## src/rtl/arb_front_pkg.sv

```systemverilog
// Shared types and helpers for the arbiter requester front end.
package arb_front_pkg;

  localparam int unsigned MaxAgents = 32;

  function automatic int unsigned id_width(input int unsigned n);
    return (n > 1) ? $clog2(n) : 1;
  endfunction

  typedef struct packed {
    logic spurious;
    logic multi;
  } err_flags_t;

  function automatic int unsigned popcount(input logic [MaxAgents-1:0] v);
    int unsigned c;
    c = 0;
    for (int i = 0; i < int'(MaxAgents); i++) c += 32'(v[i]);
    return c;
  endfunction

  function automatic logic is_onehot(input logic [MaxAgents-1:0] v);
    return popcount(v) == 1;
  endfunction

endpackage

```

## src/rtl/arb_req_front_if.sv

```systemverilog
// Push, arbiter and dispatch signals of arb_req_front.
interface arb_req_front_if #(
  parameter int unsigned NumOfAgents = 4,
  parameter int unsigned DataWidth   = 8
);
  localparam int unsigned IdWidth = arb_front_pkg::id_width(NumOfAgents);

  logic [NumOfAgents-1:0]           push_valid;
  logic [NumOfAgents*DataWidth-1:0] push_data;
  logic [NumOfAgents-1:0]           push_ready;
  logic [NumOfAgents-1:0]           Req;
  logic [NumOfAgents-1:0]           Grant;
  logic                             out_valid;
  logic [DataWidth-1:0]             out_data;
  logic [IdWidth-1:0]               out_agent_id;
  logic                             err_clear;
  logic                             err_spurious_grant;
  logic                             err_multi_grant;

  modport slave (
    input  push_valid, push_data, Grant, err_clear,
    output push_ready, Req, out_valid, out_data, out_agent_id,
           err_spurious_grant, err_multi_grant
  );

  modport master (
    output push_valid, push_data, Grant, err_clear,
    input  push_ready, Req, out_valid, out_data, out_agent_id,
           err_spurious_grant, err_multi_grant
  );
endinterface

```

## src/rtl/arb_req_front_agent_fifo.sv

```systemverilog
// Per-agent synchronous FIFO; head is visible combinationally from the read pointer.
module agent_fifo #(
  parameter int unsigned DataWidth = 8,
  parameter int unsigned FifoDepth = 4
) (
  input  logic                       clk,
  input  logic                       rstb,
  input  logic                       push,
  input  logic [DataWidth-1:0]       push_data,
  input  logic                       pop,
  output logic [DataWidth-1:0]       head,
  output logic [$clog2(FifoDepth):0] count,
  output logic                       full,
  output logic                       empty
);
  localparam int unsigned PtrWidth = $clog2(FifoDepth);
  localparam int unsigned CntWidth = PtrWidth + 1;

  logic [DataWidth-1:0] mem [FifoDepth];
  logic [PtrWidth-1:0]  wr_ptr;
  logic [PtrWidth-1:0]  rd_ptr;
  logic                 push_ok;
  logic                 pop_ok;

  assign full    = (count == CntWidth'(FifoDepth));
  assign empty   = (count == '0);
  assign push_ok = push & ~full;
  assign pop_ok  = pop & ~empty;
  assign head    = mem[rd_ptr];

  // Pointers wrap naturally because FifoDepth is a power of two.
  always_ff @(posedge clk or negedge rstb) begin
    if (!rstb) begin
      wr_ptr <= '0;
      rd_ptr <= '0;
      count  <= '0;
    end else begin
      if (push_ok) wr_ptr <= wr_ptr + PtrWidth'(1);
      if (pop_ok)  rd_ptr <= rd_ptr + PtrWidth'(1);
      count <= count + CntWidth'(push_ok) - CntWidth'(pop_ok);
    end
  end

  always_ff @(posedge clk) begin
    if (push_ok) mem[wr_ptr] <= push_data;
  end

endmodule

```

## src/rtl/arb_req_front.sv

```systemverilog
// Requester front end: per-agent FIFOs, request decode, grant policing and dispatch register.
module arb_req_front
  import arb_front_pkg::*;
#(
  parameter int unsigned NumOfAgents = 4,
  parameter int unsigned DataWidth   = 8,
  parameter int unsigned FifoDepth   = 4
) (
  input logic           clk,
  input logic           rstb,
  arb_req_front_if.slave bus
);
  localparam int unsigned IdWidth  = id_width(NumOfAgents);
  localparam int unsigned CntWidth = $clog2(FifoDepth) + 1;

  logic [DataWidth-1:0]   head  [NumOfAgents];
  logic [CntWidth-1:0]    count [NumOfAgents];
  logic [NumOfAgents-1:0] full;
  logic [NumOfAgents-1:0] empty;
  logic [NumOfAgents-1:0] pop;
  logic [NumOfAgents-1:0] req;
  logic [NumOfAgents-1:0] ready;
  logic                   grant_onehot;
  logic                   multi_c;
  logic                   spurious_c;
  logic                   sel_valid;
  logic [DataWidth-1:0]   sel_data;
  logic [IdWidth-1:0]     sel_id;
  logic                   out_valid_q;
  logic [DataWidth-1:0]   out_data_q;
  logic [IdWidth-1:0]     out_id_q;
  err_flags_t             err_q;

  for (genvar g = 0; g < int'(NumOfAgents); g++) begin : g_fifo
    agent_fifo #(
      .DataWidth (DataWidth),
      .FifoDepth (FifoDepth)
    ) u_fifo (
      .clk       (clk),
      .rstb      (rstb),
      .push      (bus.push_valid[g]),
      .push_data (bus.push_data[g*DataWidth +: DataWidth]),
      .pop       (pop[g]),
      .head      (head[g]),
      .count     (count[g]),
      .full      (full[g]),
      .empty     (empty[g])
    );
  end

  // Request/ready are pure decodes of registered FIFO state.
  always_comb begin
    req   = '0;
    ready = '0;
    for (int i = 0; i < int'(NumOfAgents); i++) begin
      req[i]   = (count[i] != '0);
      ready[i] = ~full[i];
    end
  end

  // A multi-bit grant pops nothing; a grant to an empty agent pops nothing.
  assign grant_onehot = is_onehot(MaxAgents'(bus.Grant));
  assign multi_c      = popcount(MaxAgents'(bus.Grant)) > 1;
  assign spurious_c   = |(bus.Grant & ~req);
  assign pop          = grant_onehot ? (bus.Grant & ~empty) : '0;

  always_comb begin
    sel_valid = |pop;
    sel_data  = '0;
    sel_id    = '0;
    for (int i = 0; i < int'(NumOfAgents); i++) begin
      if (pop[i]) begin
        sel_data = head[i];
        sel_id   = IdWidth'(i);
      end
    end
  end

  // New errors take priority over a same-cycle clear.
  always_ff @(posedge clk or negedge rstb) begin
    if (!rstb) begin
      out_valid_q <= 1'b0;
      out_data_q  <= '0;
      out_id_q    <= '0;
      err_q       <= '0;
    end else begin
      out_valid_q <= sel_valid;
      if (sel_valid) begin
        out_data_q <= sel_data;
        out_id_q   <= sel_id;
      end
      err_q.spurious <= (err_q.spurious & ~bus.err_clear) | spurious_c;
      err_q.multi    <= (err_q.multi & ~bus.err_clear) | multi_c;
    end
  end

  assign bus.Req                = req;
  assign bus.push_ready         = ready;
  assign bus.out_valid          = out_valid_q;
  assign bus.out_data           = out_data_q;
  assign bus.out_agent_id       = out_id_q;
  assign bus.err_spurious_grant = err_q.spurious;
  assign bus.err_multi_grant    = err_q.multi;

endmodule

```

## src/flat_wrapper.sv

```systemverilog
// flat-port wrapper written by rule: the top's interface ports become plain ports
module arb_req_front_flat import arb_front_pkg::*;
#(
  parameter int unsigned NumOfAgents = 4,
  parameter int unsigned DataWidth   = 8,
  parameter int unsigned FifoDepth   = 4
)
  (clk, rstb, bus_push_valid, bus_push_data, bus_Grant, bus_err_clear, bus_push_ready, bus_Req, bus_out_valid, bus_out_data, bus_out_agent_id, bus_err_spurious_grant, bus_err_multi_grant);
  arb_req_front_if #(.NumOfAgents(NumOfAgents), .DataWidth(DataWidth)) bus_i ();
  input logic clk;
  input logic rstb;
  input wire logic [$bits(bus_i.push_valid)-1:0] bus_push_valid;
  input wire logic [$bits(bus_i.push_data)-1:0] bus_push_data;
  input wire logic [$bits(bus_i.Grant)-1:0] bus_Grant;
  input wire logic [$bits(bus_i.err_clear)-1:0] bus_err_clear;
  output wire logic [$bits(bus_i.push_ready)-1:0] bus_push_ready;
  output wire logic [$bits(bus_i.Req)-1:0] bus_Req;
  output wire logic [$bits(bus_i.out_valid)-1:0] bus_out_valid;
  output wire logic [$bits(bus_i.out_data)-1:0] bus_out_data;
  output wire logic [$bits(bus_i.out_agent_id)-1:0] bus_out_agent_id;
  output wire logic [$bits(bus_i.err_spurious_grant)-1:0] bus_err_spurious_grant;
  output wire logic [$bits(bus_i.err_multi_grant)-1:0] bus_err_multi_grant;
  assign bus_i.push_valid = bus_push_valid;
  assign bus_i.push_data = bus_push_data;
  assign bus_i.Grant = bus_Grant;
  assign bus_i.err_clear = bus_err_clear;
  assign bus_push_ready = bus_i.push_ready;
  assign bus_Req = bus_i.Req;
  assign bus_out_valid = bus_i.out_valid;
  assign bus_out_data = bus_i.out_data;
  assign bus_out_agent_id = bus_i.out_agent_id;
  assign bus_err_spurious_grant = bus_i.err_spurious_grant;
  assign bus_err_multi_grant = bus_i.err_multi_grant;
  arb_req_front #(.NumOfAgents(NumOfAgents), .DataWidth(DataWidth), .FifoDepth(FifoDepth)) u_core (.clk(clk), .rstb(rstb), .bus(bus_i));
endmodule
```

## config.mk

```make
export PLATFORM = sky130hd
export DESIGN_NAME = arb_req_front_flat
export DESIGN_NICKNAME = d
export VERILOG_FILES = /design/src/rtl/arb_front_pkg.sv /design/src/rtl/arb_req_front_if.sv /design/src/rtl/arb_req_front_agent_fifo.sv /design/src/rtl/arb_req_front.sv /design/src/flat_wrapper.sv
export SDC_FILE = /design/constraint.sdc
export NUM_CORES = 1
export LEC_CHECK = 0
export ABC_AREA = 1
export BUFFER_PORTS_ARGS = -buffer_cell sky130_fd_sc_hd__buf_2
export CAP_MARGIN = 5
export CELL_PAD_IN_SITES_DETAIL_PLACEMENT = 0
export CELL_PAD_IN_SITES_GLOBAL_PLACEMENT = 2
export CORE_MARGIN = 2
export CORE_UTILIZATION = 35
export CTS_CLUSTER_SIZE = 28
export DETAILED_ROUTE_END_ITERATION = 16
export PLACE_DENSITY = 0.78
export REMOVE_ABC_BUFFERS = 1
export SLEW_MARGIN = 10
export SYNTH_ARGS = -nofsm -noshare
export SYNTH_HDL_FRONTEND = slang
export SYNTH_SLANG_ARGS = --single-unit
```

## constraint.sdc

```tcl
create_clock -name clk -period 2.6 [get_ports clk]
set_input_delay 0.26 -clock clk [delete_from_list [all_inputs] [get_ports clk]]
set_output_delay 0.26 -clock clk [all_outputs]
set_load 0.05 [all_outputs]
```

### Word level (Yosys, flattened, before mapping)

Memories as Yosys holds them, arrays and structs flattened.
Cells that the tools add are included.

| storage, ports and cells | value |
|---|---|
| input bits | 43 |
| memories kept | 4 |
| register bits after elaboration | 41 |
| bits in writable memories | 128 |
| output and inout bits | 21 |

Memory list:

| name | depth | bits a word | rd ports | clocked after memory_dff | write ports | line | RTL |
|---|---|---|---|---|---|---|---|
| u_core.g_fifo[0].u_fifo.mem | 4 | 8 | 1 | 0 | 1 | arb_req_front_agent_fifo.sv:19 | `logic [DataWidth-1:0] mem [FifoDepth];` |
| u_core.g_fifo[1].u_fifo.mem | 4 | 8 | 1 | 0 | 1 | arb_req_front_agent_fifo.sv:19 |  |
| u_core.g_fifo[2].u_fifo.mem | 4 | 8 | 1 | 0 | 1 | arb_req_front_agent_fifo.sv:19 |  |
| u_core.g_fifo[3].u_fifo.mem | 4 | 8 | 1 | 0 | 1 | arb_req_front_agent_fifo.sv:19 |  |

| operators by class | value |
|---|---|
| eq/ne operators | 5 |
| $add $sub $neg | 19 |
| order comparisons | 1 |
| bitwise gates (word level) | 25 |
| reduce and logical (&&, ||, !) cells | 10 |
| muxes and demuxes | 16 |

Operator list:

| operator | count |
|---|---|
| adder 32 x 1 -> 32 bit | 2 |
| equality test 32 x 1 -> 1 bit (second input constant) | 1 |
| greater-than comparator 32 x 1 -> 1 bit (second input constant) | 1 |
| two-way mux 8 bit | 4 |
| adder 2 x 1 -> 2 bit (second input constant) | 8 |
| adder 3 x 1 -> 3 bit | 4 |
| equality test 3 bit (second input constant) | 4 |
| logical NOT 3 bit | 4 |
| nonzero test 3 bit | 4 |
| subtractor 3 x 1 -> 3 bit | 4 |
| bitwise AND 1 bit | 10 |
| two-way mux 1 bit | 9 |
| NOT 1 bit | 9 |
| bitwise AND 4 bit | 2 |
| NOT 4 bit | 2 |
| OR reduction 4 bit | 2 |
| two-way mux 2 bit | 2 |
| two-way mux 4 bit | 1 |
| adder 1 x 1 -> 2 bit | 1 |
| bitwise OR 1 bit | 2 |

### Logic depth before layout (Yosys ltp)

Gate-level depths: netlist (run 1).

| depth | value |
|---|---|
| word-level depth | 9 |
| mapped depth | 16 |
| depth with buffers taken out | 15 |

### Cells and area by module

From an unflattened synthesis (run 1), not the netlist that was laid out.

| second synthesis, totals | value |
|---|---|
| cell total of the unflattened synthesis | 796 |
| area total of the unflattened synthesis | 7917.6 um2 |

By module, submodules not included:

| module | cells an instance | instances | area an instance (um2) | seq. area each (um2) |
|---|---|---|---|---|
| agent_fifo | 159 | 4 | 1725.4 | 1136.1 |
| arb_req_front | 160 | 1 | 1016.0 | 325.3 |

### Worst setup path after synthesis (run 1)

OpenSTA, ideal clock, no wires.

| timing path | value |
|---|---|
| path type | input port to flip-flop |
| start | in bus_Grant[0] |
| end | reg u_core.g_fifo[1].u_fifo.count[2] |
| setup slack | -0.340 ns |
| data arrival time | 2.812 ns |
| data required time | 2.471 ns |
| stages on the path | 15 |
| buffers on the path | 1 |
| cell sequence | ha_1 > inv_1 > fa_1 > ha_1 > nor2_2 > nand2_4 > nor2_4 > buf_4 > ha_1 > inv_1 > ha_1 > inv_1 > fa_1 > xnor2_1 > xor2_1 |

| on the way | value |
|---|---|
| longest elaborated chain between the ends | 7 |

RTL lines:

| item | line | RTL |
|---|---|---|
| start: declaration | flat_wrapper.sv:14 | `input wire logic [$bits(bus_i.Grant)-1:0] bus_Grant;` |
| adder 1 x 1 -> 2 bit | arb_front_pkg.sv:18 | `for (int i = 0; i < int'(MaxAgents); i++) c += 32'(v[i]);` |
| adder 32 x 1 -> 32 bit (2 in series) | arb_front_pkg.sv:18 |  |
| equality test 32 x 1 -> 1 bit | arb_front_pkg.sv:23 | `return popcount(v) == 1;` |
| two-way mux 4 bit | arb_req_front.sv:65 | `assign pop = grant_onehot ? (bus.Grant & ~empty) : '0;` |
| bitwise AND 1 bit | arb_req_front_agent_fifo.sv:28 | `assign pop_ok = pop & ~empty;` |
| net u_core.g_fifo[1].u_fifo.pop_ok | arb_req_front_agent_fifo.sv:23 | `logic pop_ok;` |
| subtractor 3 x 1 -> 3 bit | arb_req_front_agent_fifo.sv:40 | `count <= count + CntWidth'(push_ok) - CntWidth'(pop_ok);` |
| end signal: assignment | arb_req_front_agent_fifo.sv:40 |  |
| end: declaration | arb_req_front_agent_fifo.sv:12 | `output logic [$clog2(FifoDepth):0] count,` |

The timed path passes the listed nets, and every way through them passes these cells.
A chain may end at the register's enable or synchronous reset.

### Worst setup path in the final report (run 1)

| timing path | value |
|---|---|
| start | in bus_Grant[0] |
| end | reg u_core.g_fifo[0].u_fifo.count[2] |

| on the way | value |
|---|---|
| longest elaborated chain between the ends | 7 |

RTL lines:

| item | line |
|---|---|
| adder 1 x 1 -> 2 bit | arb_front_pkg.sv:18 |
| adder 32 x 1 -> 32 bit (2 in series) | arb_front_pkg.sv:18 |
| equality test 32 x 1 -> 1 bit | arb_front_pkg.sv:23 |
| two-way mux 4 bit (*) | arb_req_front.sv:65 |
| bitwise AND 1 bit (*) | arb_req_front_agent_fifo.sv:28 |
| subtractor 3 x 1 -> 3 bit (*) | arb_req_front_agent_fifo.sv:40 |
| end signal: assignment | arb_req_front_agent_fifo.sv:40 |
| end: declaration | arb_req_front_agent_fifo.sv:12 |

Every way passes the cells marked *; elsewhere a longest branch is shown, timed or not.

==> flow_metrics.env, run 1 <==
export IMPL_run_status="completed"
export IMPL_critPathTopFamily="adder cells"
export IMPL_avgSynthCellArea_um2=10.4
export IMPL_syn_cell_area_um2=7730
export IMPL_synthDominantAreaCellType="sky130_fd_sc_hd__edfxtp_1"
export IMPL_die_height_um=153
export IMPL_detail_route_wirelength_mm=16.7
export IMPL_hold_path_stages=2
export IMPL_max_clock_path_buffers=2
export IMPL_dpl_cell_area_um2=8530
export IMPL_path_depth=14
export IMPL_synthCells=741
export IMPL_max_cap_viol_count=0
export IMPL_drt_drc_violations_left=0
export IMPL_initialDrtViolationCount=240
export IMPL_synth_enable_flop_cells=128
export IMPL_timing_reg2reg_setup_slack_ns=0.34
export IMPL_worst_endpoint_arrival_ns=2.77
export IMPL_floorplan_rows=54
export IMPL_hold_viol_final=0
export IMPL_post_route_design_area_um2=9110
export IMPL_numCtsBuffers=17
export IMPL_synth_top_cells_by_area="sky130_fd_sc_hd__edfxtp_1, sky130_fd_sc_hd__dfrtp_1, sky130_fd_sc_hd__nand2_1, sky130_fd_sc_hd__inv_1, sky130_fd_sc_hd__nand3_1"
export IMPL_grt_start_max_net_pins=42
export IMPL_synth_sequential_area_ratio=0.630
export IMPL_finalSetupViolations=0
export IMPL_yosysTopAreaCellShare=0.497
export IMPL_critPathKind="in2reg"
export IMPL_critical_path_max_fanout=4
export IMPL_num_antenna_cells=0
export IMPL_hold_worst_slack_ns=0.0392
export IMPL_global_route_usage_total=0.151
export IMPL_grt_first_pass_wirelength_mm=26.8
export IMPL_largest_family_of_logic_cells_by_synthesized_area="simple AND/OR/NAND/NOR gates"
export IMPL_startpoint_of_the_most_critical_hold_path="bus_err_clear"
export IMPL_cts_tree="built"
export IMPL_power_density_nw_per_um2=1110
export IMPL_share_of_the_synthesized_area_in_compound_gates_ao_oa_aoi_oai=0.0165
export IMPL_portBuffers=63
export IMPL_gp_congestion=0.747
export IMPL_reg2regPathDepth=10
export IMPL_cts_root_buffer="sky130_fd_sc_hd__clkbuf_16"
export IMPL_synth_ff_type="sky130_fd_sc_hd__edfxtp_1"
export IMPL_ant_nets=0
export IMPL_die_area_um2=23300
export IMPL_final_core_density=0.419
export IMPL_required_ns=2.90
export IMPL_via_count_of_the_first_global_routing_pass=4919
export IMPL_critical_path_cell_chain="buf_2, ha_1, inv_1, fa_2, ha_1, nor2_2, nand2_4, buf_4, nor2_1, ha_1, inv_1, ha_1, fa_1, xor2_1"
export IMPL_clkTransAtPathRegs_ns=0.06
export IMPL_synth_area_mux_share=0
export IMPL_min_delay_path_class="in2reg"
export IMPL_worstSkewPairLatency_ns=0.43
export IMPL_initial_core_util=0.355
export IMPL_fmaxAchievable_mhz=405
export IMPL_synth_async_sr_flop_share=0.243
export IMPL_global_route_overflow_total=0
export IMPL_slew_headroom=0.506
export IMPL_dieWidth_um=153
export IMPL_power_static_leakage_nw=4.17
export IMPL_irDropWorstVdd_mv=0.522
export IMPL_min_period_over_period=0.950
export IMPL_launching_point_of_the_worst_reg2reg_path="u_core.g_fifo[2].u_fifo.count[2]$_DFF_PN0_"
export IMPL_yosys_area_share_xor_xnor=0.0204
export IMPL_period_needed_ns=2.47
export IMPL_skew_ns=0.0178
export IMPL_floorplan_core_area_um2=21800
export IMPL_number_of_pins_with_negative_max_slew_slack_in_the_final_report=0
export IMPL_areaGrowthSynthToFinish_pct=17.9
export IMPL_ioPinCount=64
export IMPL_via_per_inst=4.39
export IMPL_whs_endpoint="u_core.bus.err_spurious_grant$_DFF_PN0_"
export IMPL_synth_simple_gate_area_frac=0.197
export IMPL_clock_sink_count=169
export IMPL_timing_critical_path_to_type="flop"
export IMPL_critPathBufInv=4
export IMPL_synth_warn=0
export IMPL_synthAdderAreaFrac=0.0567
export IMPL_htreeDepth=4
export IMPL_timing_critical_path_slowest_cell_delay_ns=0.38
export IMPL_via_count=4957
export IMPL_critPathSlowestCell="sky130_fd_sc_hd__fa_1"
export IMPL_worst_slew_pin_transition_ns=0.739
export IMPL_place_hpwl_mm=11.7
export IMPL_unrepaired_setup_endpoints_after_global_routing="no"
export IMPL_regToRegEndpoint="u_core.g_fifo[2].u_fifo.count[2]$_DFF_PN0_"
export IMPL_antenna_found_initial=0
export IMPL_drt_wirelength_per_cell_um=14.8
export IMPL_cpMostUsedCell="sky130_fd_sc_hd__ha_1"
export IMPL_ys_seq_elements=169
export IMPL_start_kind="primary input"
export IMPL_drive_gt1_frac=0.180
export IMPL_yosys_cell_types_count=28
export IMPL_drtPass1Iterations=6
export IMPL_final_net_count=912
[how the worst max path moves through the flow]
stage,endpoint,slack (ns),start
floorplan,u_core.g_fifo[1].u_fifo.count[2]$_DFF_PN0_,-0.33,bus_Grant[0]
global placement,u_core.g_fifo[3].u_fifo.count[2]$_DFF_PN0_,-0.40,bus_Grant[0]
detailed placement,u_core.g_fifo[3].u_fifo.count[2]$_DFF_PN0_,-0.45,bus_Grant[0]
CTS,u_core.g_fifo[3].u_fifo.count[2]$_DFF_PN0_,0.02,bus_Grant[0]
global route,u_core.g_fifo[0].u_fifo.count[2]$_DFF_PN0_,0.01,bus_Grant[1]
finish,u_core.g_fifo[0].u_fifo.count[2]$_DFF_PN0_,0.13,bus_Grant[0]
[layer usage]
layer,share of wire,global-route usage,vias to the layer above
met2,0.49,0.248,75
met5,0,0,-
li1,-,-,2553
met1,0.47,0.201,2318
met4,0.014,0.0467,0
met3,0.032,0.0356,11
[sequential cells by signal, summed over array words and instances (netlist names)]
name                           cells
u_core.g_fifo.u_fifo.count        12
u_core.g_fifo.u_fifo.wr_ptr        8
u_core.bus.out_valid               1
u_core.bus.err_multi_grant         1
u_core.bus.out_data                8
u_core.bus.out_agent_id            2
u_core.bus.err_spurious_grant      1
u_core.g_fifo.u_fifo.rd_ptr        8
u_core.g_fifo.u_fifo.mem         128
[per-stage QoR]
stage / setup TNS [ns] / cells / setup slack [ns] / power, mW
detailed placement: -5.05 / 1097 / -0.450 / 7.93
CTS: 0 / 1130 / 0.0168 / 10.2
global placement: -4.33 / 1097 / -0.399 / 7.89
floorplan: -1.82 / 720 / -0.326 / 6.58
global route: 0 / 1130 / 0.0125 / 10.9
finish: 0 / 1130 / 0.131 / 10.2
[worst register-to-register path, delay by kind of cell (launching register included)]
kind,cells,cell delay [ns]
buffers and inverters,2,0.11
flip-flops,1,0.42
XOR/XNOR,2,0.28
AND/OR/NAND/NOR,3,0.59
adder cells (fa/ha/maj),3,0.75
[cells in the final DEF, fill, tap and decap left out]
cell                            count
sky130_fd_sc_hd__a21oi_1            5
sky130_fd_sc_hd__buf_12             1
sky130_fd_sc_hd__buf_2             63
sky130_fd_sc_hd__buf_4             33
sky130_fd_sc_hd__clkbuf_1           2
sky130_fd_sc_hd__clkbuf_16         17
sky130_fd_sc_hd__clkinv_1           2
sky130_fd_sc_hd__clkinv_2           4
sky130_fd_sc_hd__clkinv_4           6
sky130_fd_sc_hd__clkinvlp_4         1
sky130_fd_sc_hd__dfrtp_1           41
sky130_fd_sc_hd__dlygate4sd3_1      1
sky130_fd_sc_hd__edfxtp_1         128
sky130_fd_sc_hd__fa_1               1
sky130_fd_sc_hd__fa_2               4
sky130_fd_sc_hd__ha_1              27
sky130_fd_sc_hd__inv_1            121
sky130_fd_sc_hd__inv_2              5
sky130_fd_sc_hd__inv_6              1
sky130_fd_sc_hd__inv_8              1
sky130_fd_sc_hd__nand2_1          164
sky130_fd_sc_hd__nand2_2            1
sky130_fd_sc_hd__nand2_4            3
sky130_fd_sc_hd__nand3_1           85
sky130_fd_sc_hd__nand3_2            2
sky130_fd_sc_hd__nand3_4            1
sky130_fd_sc_hd__nand3b_2           1
sky130_fd_sc_hd__nand3b_4           2
sky130_fd_sc_hd__nor2_1            84
sky130_fd_sc_hd__nor2_2             1
sky130_fd_sc_hd__nor2_4             3
sky130_fd_sc_hd__nor3_1             1
sky130_fd_sc_hd__o21ai_0           18
sky130_fd_sc_hd__o22ai_1            2
sky130_fd_sc_hd__xnor2_1            1
sky130_fd_sc_hd__xnor2_2            3
sky130_fd_sc_hd__xor2_1            14
[what timing repair did]
item / 4_1_cts / 5_1_grt
endpoints found under the setup margin: 1 / 7
pin swaps: 0 / 2
hold endpoints to repair: 41 / 0
resized for setup: 1 / 8
hold buffers: 1 / 0
setup buffers: 0 / 0
[Yosys cell counts (all sizes together), types with 2 or more instances]
library cell	number
o21ai	18
nor2	88
nand3	88
a21oi	5
buf	20
clkinv	2
o22ai	2
fa	5
nand3b	3
ha	27
dfrtp	41
xor2	14
edfxtp	128
xnor2	4
inv	126
nand2	168
[report_power, final]
part           internal (mW)  switching (mW)  leakage, nW
Combinational           1.21            2.60         2.25
Clock                   1.23            1.03        0.263
Sequential              3.67           0.410         1.65
Total                   6.11            4.04         4.17
[cell families after synthesis]
kind of cell	Yosys count
AND/OR/NAND/NOR	348
flip-flops	169
buffers and inverters	149
adder cells (fa/ha/maj)	32
AO/OA/AOI/OAI	25
XOR/XNOR	18
[final cells by class]
class	count	area, µm²
clock buffer	19	433
sequential	169	4870
inverter	128	480
timing repair buffer	98	593
fill	2130	12600
tap	280	350
clock inverter	13	100
multi-input combinational	423	2290
Note: power is estimated with default switching activity, not from simulation.
==> inputs of run 2 (changes only) <==
--- a/config.mk
+++ b/config.mk
@@ -14,7 +14,7 @@
 export CORE_UTILIZATION = 35
 export CTS_CLUSTER_SIZE = 28
 export DETAILED_ROUTE_END_ITERATION = 16
-export PLACE_DENSITY = 0.78
+export PLACE_DENSITY = 0.76
 export REMOVE_ABC_BUFFERS = 1
 export SLEW_MARGIN = 10
 export SYNTH_ARGS = -nofsm -noshare
==> run 2 against run 1 <==
Via count is 4.3% higher. Clock power is 12% higher. Critical path depth is 1 higher. Sequential power is 1% higher. Largest cell class unchanged.
==> flow_metrics.env, run 2 (same netlist as run 1, synthesis figures left out) <==
export IMPL_clock_sink_count=169
export IMPL_hold_worst_slack_ns=0.0227
export IMPL_timing_critical_path_to_type="flop"
export IMPL_via_per_inst=4.60
export IMPL_launching_point_of_the_worst_reg2reg_path="u_core.g_fifo[2].u_fifo.count[2]$_DFF_PN0_"
export IMPL_via_count_of_the_first_global_routing_pass=5138
export IMPL_multi_input_area_um2=2280
export IMPL_whs_endpoint="u_core.bus.err_spurious_grant$_DFF_PN0_"
export IMPL_critical_path_max_fanout=4
export IMPL_flip_flop_count_of_the_largest_register_after_layout=128
export IMPL_initialDrtViolationCount=312
export IMPL_die_area_um2=23300
export IMPL_finalSetupViolations=0
export IMPL_ioPinCount=64
export IMPL_run_status="completed"
export IMPL_areaGrowthSynthToFinish_pct=18.0
export IMPL_layout_cells_most_common_list="sky130_fd_sc_hd__nand2_1, sky130_fd_sc_hd__edfxtp_1, sky130_fd_sc_hd__inv_1, sky130_fd_sc_hd__nand3_1, sky130_fd_sc_hd__nor2_1"
export IMPL_critPathKind="in2reg"
export IMPL_power_density_nw_per_um2=1140
export IMPL_worst_slew_pin_transition_ns=1.07
export IMPL_cts_root_buffer="sky130_fd_sc_hd__clkbuf_16"
export IMPL_antenna_found_initial=1
export IMPL_grt_start_max_net_pins=42
export IMPL_global_route_usage_total=0.155
export IMPL_via_count=5170
export IMPL_power_static_leakage_nw=4.15
export IMPL_unrepaired_setup_endpoints_after_global_routing="no"
export IMPL_fmaxAchievable_mhz=405
export IMPL_p_total_mw=10.4
export IMPL_ant_nets=0
export IMPL_skew_ns=0.0137
export IMPL_setup_ws_ns=0.131
export IMPL_detail_route_wirelength_mm=17.4
export IMPL_reg2regPathDepth=10
export IMPL_largestRegisters="u_core.g_fifo.u_fifo.mem (128), u_core.g_fifo.u_fifo.count (12)"
export IMPL_post_route_design_area_um2=9120
export IMPL_slew_headroom=0.286
export IMPL_gp_congestion=0.747
export IMPL_timing_reg2reg_setup_slack_ns=0.24
export IMPL_drive_gt1_frac=0.172
export IMPL_portBuffers=63
export IMPL_startpoint_of_the_most_critical_hold_path="bus_err_clear"
export IMPL_power_switching_share=0.403
export IMPL_worst_endpoint_arrival_ns=2.78
export IMPL_drt_drc_violations_left=0
export IMPL_hold_viol_final=0
export IMPL_min_delay_path_class="in2reg"
export IMPL_most_common_library_cell_in_the_layout_ignoring_fill_and_taps="sky130_fd_sc_hd__nand2_1"
export IMPL_dpl_cell_area_um2=8470
export IMPL_power_net_switching_mw=4.18
export IMPL_max_cap_viol_count=0
export IMPL_clockPowerShare=0.244
export IMPL_dieWidth_um=153
export IMPL_place_hpwl_mm=12.2
export IMPL_max_flop_register="u_core.g_fifo.u_fifo.mem"
export IMPL_drt_wirelength_per_cell_um=15.5
export IMPL_cts_tree="built"
export IMPL_min_period_over_period=0.949
export IMPL_internal_power_mw=6.20
export IMPL_initial_core_util=0.355
export IMPL_clkTransAtPathRegs_ns=0.07
export IMPL_number_of_pins_with_negative_max_slew_slack_in_the_final_report=0
export IMPL_final_net_count=904
export IMPL_start_kind="primary input"
export IMPL_seqPwrFrac=0.397
export IMPL_regToRegEndpoint="u_core.g_fifo[2].u_fifo.count[2]$_DFF_PN0_"
export IMPL_ff_latch_area_um2=4870
export IMPL_global_route_overflow_total=0
export IMPL_grt_first_pass_wirelength_mm=27.8
export IMPL_drtPass1Iterations=4
export IMPL_layout_filler_cells=2117
export IMPL_floorplan_rows=54
export IMPL_required_ns=2.91
export IMPL_irDropWorstVdd_mv=0.495
export IMPL_hold_path_stages=2
export IMPL_die_height_um=153
export IMPL_max_clock_path_buffers=2
export IMPL_floorplan_core_area_um2=21800
export IMPL_htreeDepth=4
export IMPL_numCtsBuffers=17
export IMPL_worstSkewPairLatency_ns=0.44
export IMPL_period_needed_ns=2.47
export IMPL_preCtsSetupSlack_ns=-0.496
export IMPL_comb_power_share=0.359
run 2: cell count changes in the layout (fill, tap and decap cells not counted), sizes merged:
cell	change
diode	+1
bufinv	+1
clkbuf	-2
inv	+4
clkinvlp	+1
dlygate4sd3	-1
buf	-7
clkinv	-4
run 2: metrics by stage:
step	std cells	setup TNS, ns	util
final	1123	0	0.419
after global routing	1122	0	0.419
after CTS	1121	0	0.418
after detailed placement	1089	-5.32	0.389
after global placement	1089	-4.29	0.389
after floorplan	720	-1.82	-
run 2: cell type report:
cell class | instances | share of cell area
Timing Repair Buffer | 90 | 0.0582
Sequential cell | 169 | 0.534
Clock inverter | 15 | 0.0198
Inverter | 128 | 0.0527
Multi-Input combinational cell | 423 | 0.250
Clock buffer | 17 | 0.0466
Antenna cell | 1 | 0.000274
Tap cell | 280 | 0.0384
run 2: how the worst max path moves through the flow:
stage,startpoint,endpoint,depth (start not counted)
after floorplan,bus_Grant[0],u_core.g_fifo[1].u_fifo.count[2]$_DFF_PN0_,14
after CTS,bus_Grant[1],u_core.g_fifo[2].u_fifo.count[2]$_DFF_PN0_,15
final,bus_Grant[1],u_core.g_fifo[2].u_fifo.count[2]$_DFF_PN0_,15
after global placement,bus_Grant[0],u_core.g_fifo[3].u_fifo.count[2]$_DFF_PN0_,15
after global routing,bus_Grant[1],u_core.g_fifo[2].u_fifo.count[2]$_DFF_PN0_,15
after detailed placement,bus_Grant[1],u_core.g_fifo[3].u_fifo.count[2]$_DFF_PN0_,15
run 2: what timing repair did:
action / in CTS / in global routing
pin swaps: 1 / 6
hold buffers: 0 / 0
setup buffers: 0 / 1
gates resized for setup: 2 / 5
endpoints found under the hold margin: 0 / 0
endpoints found under the setup margin: 2 / 4
run 2: per-layer routing:
layer  routed length (µm)  share of wire  vias to the layer above  GRT usage
met5                    0              0                        -          0
met1                 7780           0.45                     2503      0.204
met2                 8570           0.49                       98      0.260
met4                  236          0.014                        0     0.0489
li1                     -              -                     2550          -
met3                  795          0.046                       19     0.0310
run 2: worst max-delay path, cell delays in order:
cell	delay (ns)
sky130_fd_sc_hd__buf_2	0.11
sky130_fd_sc_hd__ha_1	0.26
sky130_fd_sc_hd__inv_1	0.05
sky130_fd_sc_hd__fa_2	0.37
sky130_fd_sc_hd__ha_4	0.24
sky130_fd_sc_hd__nor2_4	0.12
sky130_fd_sc_hd__nand2_4	0.10
sky130_fd_sc_hd__nor2_4	0.10
sky130_fd_sc_hd__ha_1	0.23
sky130_fd_sc_hd__inv_1	0.06
sky130_fd_sc_hd__ha_1	0.13
sky130_fd_sc_hd__inv_1	0.06
sky130_fd_sc_hd__fa_2	0.38
sky130_fd_sc_hd__xnor2_2	0.16
sky130_fd_sc_hd__xor2_1	0.16
run 2: power groups by stage:
stage | Sequential, mW | Combinational (mW) | Clock (mW)
after floorplan | 4.40 | 2.18 | 0
after global placement | 4.15 | 3.63 | 0
after detailed placement | 4.17 | 3.75 | 0
after CTS | 4.12 | 3.78 | 2.59
after global routing | 4.20 | 4.21 | 2.71
final | 4.12 | 3.73 | 2.53
